`src/rtl/matrix_3x3_gen.sv`:
```
// rtl/matrix_3x3_gen.sv - streaming 3x3 neighbourhood generator with two circular line buffers
module matrix_3x3_gen #(
  parameter int DATA_WIDTH = 10,
  parameter int IMG_WIDTH  = 16,
  parameter int IMG_HEIGHT = 16,
  parameter int CNT_WIDTH  = 10
) (
  input  logic                  clk,
  input  logic                  rst_n,
  input  logic                  in_valid,
  input  logic                  in_sof,
  input  logic [DATA_WIDTH-1:0] in_data,
  output logic                  out_valid,
  output logic [DATA_WIDTH-1:0] m11,
  output logic [DATA_WIDTH-1:0] m12,
  output logic [DATA_WIDTH-1:0] m13,
  output logic [DATA_WIDTH-1:0] m21,
  output logic [DATA_WIDTH-1:0] m22,
  output logic [DATA_WIDTH-1:0] m23,
  output logic [DATA_WIDTH-1:0] m31,
  output logic [DATA_WIDTH-1:0] m32,
  output logic [DATA_WIDTH-1:0] m33,
  output logic                  frame_done
);

  localparam int AW = (IMG_WIDTH > 1) ? $clog2(IMG_WIDTH) : 1;
  localparam logic [CNT_WIDTH-1:0] COL_LAST = CNT_WIDTH'(IMG_WIDTH - 1);
  localparam logic [CNT_WIDTH-1:0] ROW_LAST = CNT_WIDTH'(IMG_HEIGHT - 1);
  localparam logic [CNT_WIDTH-1:0] EDGE_MIN = CNT_WIDTH'(2);

  logic [CNT_WIDTH-1:0]  col, row;
  logic [CNT_WIDTH-1:0]  col_eff, row_eff;
  logic [AW-1:0]         lb_idx;
  logic [DATA_WIDTH-1:0] lb1 [IMG_WIDTH];
  logic [DATA_WIDTH-1:0] lb2 [IMG_WIDTH];
  logic [DATA_WIDTH-1:0] lb_a, lb_b;

  // in_sof forces the beat itself to (0,0), so position is resolved combinationally
  always_comb begin
    col_eff = in_sof ? '0 : col;
    row_eff = in_sof ? '0 : row;
    lb_idx  = col_eff[AW-1:0];
    lb_a    = lb2[lb_idx];
    lb_b    = lb1[lb_idx];
  end

  // Line buffers hold no reset: stale rows are always masked by the row>=2 rule
  always_ff @(posedge clk) begin
    if (in_valid) begin
      lb2[lb_idx] <= lb_b;
      lb1[lb_idx] <= in_data;
    end
  end

  always_ff @(posedge clk or negedge rst_n) begin
    if (!rst_n) begin
      col        <= '0;
      row        <= '0;
      out_valid  <= 1'b0;
      frame_done <= 1'b0;
      m11 <= '0; m12 <= '0; m13 <= '0;
      m21 <= '0; m22 <= '0; m23 <= '0;
      m31 <= '0; m32 <= '0; m33 <= '0;
    end else begin
      out_valid  <= 1'b0;
      frame_done <= 1'b0;
      if (in_valid) begin
        out_valid  <= (row_eff >= EDGE_MIN) && (col_eff >= EDGE_MIN);
        frame_done <= (row_eff == ROW_LAST) && (col_eff == COL_LAST);
        m11 <= m12; m12 <= m13; m13 <= lb_a;
        m21 <= m22; m22 <= m23; m23 <= lb_b;
        m31 <= m32; m32 <= m33; m33 <= in_data;
        if (col_eff == COL_LAST) begin
          col <= '0;
          row <= (row_eff == ROW_LAST) ? '0 : row_eff + CNT_WIDTH'(1);
        end else begin
          col <= col_eff + CNT_WIDTH'(1);
          row <= row_eff;
        end
      end
    end
  end

endmodule

```
`config.mk`:
```
export PLATFORM = sky130hd
export DESIGN_NAME = matrix_3x3_gen
export DESIGN_NICKNAME = d
export VERILOG_FILES = /design/src/rtl/matrix_3x3_gen.sv
export SDC_FILE = /design/constraint.sdc
export NUM_CORES = 1
export LEC_CHECK = 0
export CAP_MARGIN = 10
export CORE_UTILIZATION = 30
export CTS_BUF_LIST = sky130_fd_sc_hd__clkbuf_8
export DETAILED_ROUTE_END_ITERATION = 8
export GPL_TIMING_DRIVEN = 0
export SLEW_MARGIN = 25
export SYNTH_ARGS = -nofsm -noshare
export SYNTH_HDL_FRONTEND = slang
export SYNTH_SLANG_ARGS = --single-unit
```
`constraint.sdc`:
```
create_clock -name clk -period 4.8 [get_ports clk]
set_clock_uncertainty 0.05 [all_clocks]
set_input_delay 0.96 -clock clk [delete_from_list [all_inputs] [get_ports clk]]
set_output_delay 0.96 -clock clk [all_outputs]
set_load 0.01 [all_outputs]
```
* Yosys cells after proc, flatten, opt, wreduce, memory -nomap -nowiden
Memories as Yosys holds them, arrays and structs flattened. A register that Yosys moved wholly into a read port is not among the register bits. Cells that the tools add are included.
Word-level totals: bits in registers 102, bits in latches 0, memory bits (writable) 320, ROM bits 0, input bits 14, output and inout bits 92, logic and storage cells 32, memories 2
Memories:
- lb1 | words 16, bits a word 10, read ports 1, clocked after Yosys merged registers in 0, wr ports 1, RTL line 34 | logic [DATA_WIDTH-1:0] lb1 [IMG_WIDTH];
- lb2 | words 16, bits a word 10, read ports 1, clocked after Yosys merged registers in 1, wr ports 1, RTL line 35 | logic [DATA_WIDTH-1:0] lb2 [IMG_WIDTH];
Cells by class: add/subtract/negate cells 2, multiply operators 0, div/mod/pow operators 0, magnitude comparators 2, eq/ne operators 2, shift operators 0, multiplexer cells 9, bitwise logic cells 0, reductions and logical operators 3
Operators with widths (count):
- 10-bit two-way mux | 5
- 10-bit by 1-bit adder with 10-bit output (second input constant) | 2
- 10-bit by 4-bit == test with 1-bit output (second input constant) | 2
- 10-bit by 2-bit >= comparator with 1-bit output (second input constant) | 2
- 1-bit two-way mux | 4
- 1-bit logical AND | 2
- 1-bit zero test | 1

* Longest topological paths before layout
Gate-level depths: netlist of run 1.
word-level depth 4, gate-level depth with buffers 12, depth with buffers taken out 8

* Least setup slack after synthesis of run 1
Ideal clock, no wire load.
path kind input-to-reg, start point input port in_sof, end point memory lb1[11][0] (enable), library setup time 397 ps, arrival 2833 ps, required time 4353 ps, path slack 1521 ps, stages 7, buffers on the path 2, cell sequence nand2b_1 -> inv_1 -> buf_2 -> buf_2 -> ha_1 -> nand2_1 -> nor2_1
On the way: longest elaborated chain between the ends 1
Ends and longest elaborated chain:
- from (decl) | RTL line 11 | input logic in_sof,
- 10-bit two-way mux | RTL line 40 | col_eff = in_sof ? '0 : col;
- to (decl) | RTL line 34
Every way passes these cells.

* Final worst setup path of run 1
start point input port in_sof, end point register row[0]
On the way: longest elaborated chain between the ends 4, elaborated cells between the ends (all ways) 7, those cells by class add/sub (1); eq/ne (2); mux (4)
Ends and longest elaborated chain:
- 10-bit two-way mux | RTL line 41 | row_eff = in_sof ? '0 : row;
- 10-bit by 1-bit adder with 10-bit output or 10-bit by 4-bit == test with 1-bit output (tied branches) | RTL line 75 | row <= (row_eff == ROW_LAST) ? '0 : row_eff + CNT_WIDTH'(1);
- 10-bit two-way mux | RTL line 75
- 10-bit two-way mux * | RTL line 73 | if (col_eff == COL_LAST) begin
- to (signal assigned) | RTL line 75
- to (signal assigned) | RTL line 78 | row <= row_eff;
- to (decl) | RTL line 31 | logic [CNT_WIDTH-1:0] col, row;
Mark *: on every way between the ends. The rest lies on a longest branch, timed or not. A chain may end at the register's enable or synchronous reset.

==> results of run 1 <==
-- stage by stage --
stage            util  instances  instance area [um2]  hold slack, ns
2_1_floorplan       -       1073                17380          0.3891
3_3_place_gp   0.3408       1933                19360          0.4273
3_5_place_dp   0.3509       1950                19940          0.4380
4_1_cts        0.3750       2083                21310          0.1601
5_1_grt        0.3750       2083                21310          0.1760
6_report       0.3750       2083                21310          0.1897
-- worst paths after layout --
path                                        end  slack, ns
hold reg to reg              col[9]$_DFFE_PN0P_       0.44
hold / removal             frame_done$_DFF_PN0_       0.19
setup / recovery             row[0]$_DFFE_PN0P_       0.52
setup reg to reg             row[0]$_DFFE_PN0P_       1.16
max in group asynchronous    m23[8]$_DFFE_PN0P_       3.79
min in group clk             col[9]$_DFFE_PN0P_       0.44
-- synthesized netlist by cell type, types with 14 or more instances --
master,n
sky130_fd_sc_hd__a211oi_1,17
sky130_fd_sc_hd__a21oi_1,41
sky130_fd_sc_hd__a221oi_1,18
sky130_fd_sc_hd__buf_2,22
sky130_fd_sc_hd__clkbuf_1,25
sky130_fd_sc_hd__dfrtp_1,112
sky130_fd_sc_hd__edfxtp_1,320
sky130_fd_sc_hd__mux2_2,98
sky130_fd_sc_hd__mux2i_1,28
sky130_fd_sc_hd__mux4_2,14
sky130_fd_sc_hd__nand2_1,57
sky130_fd_sc_hd__nor2_1,52
sky130_fd_sc_hd__o21ai_0,30
-- power by group through the flow --
stage                     clock network, mW  registers (mW)  logic [mW]
final                                  3.11            4.44        1.43
after global routing                   3.32            4.47        1.50
after CTS                              3.17            4.44        1.43
after detailed placement                  0            4.52        1.43
after global placement                    0            4.51        1.38
after floorplan                           0            4.57       0.612
-- logic make-up (layout without fill, tap and decap cells) --
| family | Yosys count | count (layout) |
|---|---|---|
| AOI/OAI and AO/OA | 205 | 205 |
| DFF | 432 | 432 |
| buffers and inverters | 78 | 332 |
| muxes | 152 | 152 |
| and+or+nand+nor | 200 | 200 |
| adders and majority gates | 6 | 6 |
-- metal layers --
metal	up-vias	wire length, um	part of all wire	global-route usage
li1	4630	-	-	-
met1	5540	20760	0.42	0.2228
met2	485	22870	0.47	0.2655
met3	113	3765	0.077	0.03815
met4	0	1569	0.032	0.06197
met5	-	0	0	0
-- worst register-to-register path: cells and delay by family (launching register included) --
family	cells	cell delay [ns]
fa+ha+maj	1	0.35
compound gates	2	0.42
simple gates	3	1.04
flops	1	0.34
buf+inv	5	1.34
-- final cells by class --
| class | instances | area, um2 |
|---|---|---|
| fillers | 5332 | 35510 |
| repair buffers | 121 | 1491 |
| multi-input cells | 563 | 4659 |
| clock inverters | 53 | 271.5 |
| flip-flops and latches | 432 | 12410 |
| well taps | 756 | 945.9 |
| plain buffers | 71 | 401.6 |
| inverters | 7 | 26.28 |
| clock buffers | 80 | 1101 |
==> tab_implementation.tex, run 1 <==
\begin{tabular}{lr}
\hline
Metric & Value \\
\hline
\multicolumn{2}{l}{\textbf{STA}} \\
\quad Worst slew slack as a fraction of its limit & 0.3038 \\
\quad Setup violations, final & 0 \\
\quad Setup repair after global routing missed its margin & no \\
\quad Worst setup slack after layout & 0.5207 ns \\
\quad Final worst path period share & 0.8915 \\
\quad Final-report max-slew violation count & 0 \\
\quad Min Clock Period, post-route & 4.279 ns \\
\quad Fmax & 0.2337 GHz \\
\quad Total negative slack & 0 ns \\
\quad Transition at the pin with the smallest max-transition slack & $\sim$1.0 ns \\
\quad Final-report hold violation count & 0 \\
\multicolumn{2}{l}{\textbf{Job}} \\
\quad Number of maximum-capacitance constraint violations & 0 \\
\multicolumn{2}{l}{\textbf{Global route}} \\
\quad Maximum number of pins on one net before global-route repair & 72 \\
\quad Number of antenna violations at the first check in global routing & 0 \\
\quad Leftover overflow at the end of global routing & 0 \\
\quad First-pass GRT wire length & between 70,000 and 80,000 um \\
\quad Tot GR Track Use & 0.1671 \\
\quad Vias in the first global route & 11,224 \\
\multicolumn{2}{l}{\textbf{Critical path}} \\
\quad WS Path Type & in2reg \\
\quad Delay contributed by the slowest stage of the critical path & 0.63 ns \\
\quad Number of cells on the critical path & 11 \\
\quad Crit-path most repeated cell & sky130\_fd\_sc\_hd\_\_buf\_2 \\
\quad Largest delay contributor family on the critical path & buffers and inverters \\
\quad Cell-by-cell listing of the critical path & clkdlybuf4s50\_1 > nand2b\_1 > inv\_1 > buf\_2 > buf\_2 > ha\_1 > nand4b\_1 > nor3\_1 > buf\_2 > o21ai\_0 > a32o\_1 \\
\quad Highest net fanout along the worst path & 11 \\
\quad Critical path startpoint category & input pin \\
\quad Reg2reg start & col[1]\$\_DFFE\_PN0P\_ \\
\quad Start point of the critical path & in\_sof \\
\quad Endpoint required time on the critical path & 5.27 ns \\
\quad Data arrival at the endpoint of the critical path & $\sim$4.7 ns \\
\quad Reg2Reg Depth & 11 \\
\quad Max stage delay cell, worst path & sky130\_fd\_sc\_hd\_\_clkdlybuf4s50\_1 \\
\quad Kind of end point of the critical path & flip-flop \\
\quad WP buf/inv & 5 \\
\multicolumn{2}{l}{\textbf{Power}} \\
\quad Clk network pwr share & 0.346 \\
\quad Worst-case vdd ir drop & 0.2247 mV \\
\quad Leakage power & roughly 7.4 nW \\
\quad Sw Pwr & about 2.4 mW \\
\quad Final Power & 8.974 mW \\
\quad Register share of total power & 0.495 \\
\quad Pwr dens & between 400 and 500 mW/mm2 \\
\quad Combinational group share of total power & 0.159 \\
\quad Proportion of total power due to net switching & 0.2679 \\
\quad Cell internal pwr & around 6.6 mW \\
\multicolumn{2}{l}{\textbf{Placement}} \\
\quad Count of port buffers added during placement & 104 \\
\quad Placed wire-length estimate after detailed placement & 32,080 um \\
\quad Pre-CTS WS & -0.0004117 ns \\
\quad Final weighted congestion in routability-driven placement & 0.8208 \\
\multicolumn{2}{l}{\textbf{Floorplanning}} \\
\quad Die ar. & roughly 0.06 mm2 \\
\quad I/O pin count & 106 \\
\quad Die Span X & about 240 um \\
\quad Initial cell density of the core & 0.3058 \\
\quad Die H & about 240 um \\
\quad Area inside the core boundary & 0.05682 mm2 \\
\quad Total number of placement rows & 87 \\
\multicolumn{2}{l}{\textbf{Layout}} \\
\quad ANT cells & 0 \\
\quad Area overhead of the layout relative to synthesis & 22.62\% \\
\quad Share of layout cells above drive strength 1 & 0.2404 \\
\quad Regs by FF count & lb1 x160, lb2 x160 \\
\quad Leading cell type in the layout, fill and taps excluded & sky130\_fd\_sc\_hd\_\_edfxtp\_1 \\
\quad Highest-count cells in the layout ignoring fill and taps & sky130\_fd\_sc\_hd\_\_edfxtp\_1 (320), sky130\_fd\_sc\_hd\_\_dfrtp\_1 (112), sky130\_fd\_sc\_hd\_\_clkdlybuf4s50\_1 (103), sky130\_fd\_sc\_hd\_\_mux2\_2 (98), sky130\_fd\_sc\_hd\_\_clkbuf\_8 (80) \\
\quad Count of nets after finishing & 1,289 \\
\multicolumn{2}{l}{\textbf{Synthesis}} \\
\quad Post-synthesis share of cell area spent on and, or, nand and nor gates & 0.06293 \\
\quad Combinational family with the most area after synthesis & multiplexers \\
\quad Area share of the largest cell type after synthesis & 0.5530 \\
\quad Syn\_nets & 1,093 \\
\quad Primary flip-flop cell chosen by synthesis mapping & sky130\_fd\_sc\_hd\_\_edfxtp\_1 \\
\quad Count of different cell masters after synthesis & 73 \\
\quad Share of the synthesized area in compound gates (AO/OA/AOI/OAI) & 0.08575 \\
\quad Fraction of the yosys area taken by sequential cells & 0.7142 \\
\quad Mapped Avg Cell Area & 16.20 um2 \\
\quad Post-Synth Adder-Cell Area & 0.004320 \\
\quad Yosys warning count & 0 \\
\quad Xor and xnor fraction of the mapped netlist area & 0 \\
\quad Library cell with the largest summed area after synthesis & sky130\_fd\_sc\_hd\_\_edfxtp\_1 \\
\quad Yosys reg bits & about 430 \\
\quad Fraction of synthesis flops using an asynchronous set or reset pin & 0.2593 \\
\quad Cell area after technology mapping & 0.01738 mm2 \\
\quad Post-synthesis instance total & 1,073 \\
\quad Proportion of synthesized area in mux cells & 0.1081 \\
\quad Top area cells in the synthesized netlist & sky130\_fd\_sc\_hd\_\_edfxtp\_1 (55\%), sky130\_fd\_sc\_hd\_\_dfrtp\_1 (16\%), sky130\_fd\_sc\_hd\_\_mux2\_2 (6.4\%), sky130\_fd\_sc\_hd\_\_mux4\_2 (1.8\%), sky130\_fd\_sc\_hd\_\_mux2i\_1 (1.6\%) \\
\quad Post-synth EDFFs & 320 \\
\multicolumn{2}{l}{\textbf{CTS}} \\
\quad H-tree Lvls & 3 \\
\quad Clock Root Buffer & sky130\_fd\_sc\_hd\_\_clkbuf\_8 \\
\quad Clock Pin Slew Worst Setup and Hold Paths & 0.07 ns \\
\quad Maximum number of buffers from clock root to sink & 3 \\
\quad Number of gates resized after CTS & 0 \\
\quad CTS tree & done \\
\quad Post-CTS setup buffer count & 0 \\
\quad Number of hold-repair buffers added at the cts stage & 0 \\
\quad TritonCTS Sinks & 432 \\
\quad Clk Latency, worst-skew pair & between 0.6 and 0.7 ns \\
\quad CTS Buf Count & 73 \\
\multicolumn{2}{l}{\textbf{Drt}} \\
\quad Drt pass-1 iters & 5 \\
\quad Detailed Route Iter0 Violations & 1,082 \\
\quad Number of design rule violations left after detail routing & 0 \\
\quad WL/cell & 23.51 um \\
\quad Vias & 10,768 \\
\quad Vias per Instance & 5.169 \\
\quad Residual antenna-violating net count after detailed routing & 0 \\
\quad Wire length reported by the detailed router & a little under 50,000 um \\
\multicolumn{2}{l}{\textbf{Status}} \\
\quad Outcome & finished, final reports clean \\
\multicolumn{2}{l}{\textbf{Hold path}} \\
\quad Hold crit path type & in2async \\
\hline
\end{tabular}
Note: power is estimated with default switching activity, not from simulation.
==> inputs of run 2 (changes only) <==
- HOLD_SLACK_MARGIN: not set -> 0.05
==> results of run 2 <==
Same layout as run 1: the final DEF is identical, and so are final timing and power.
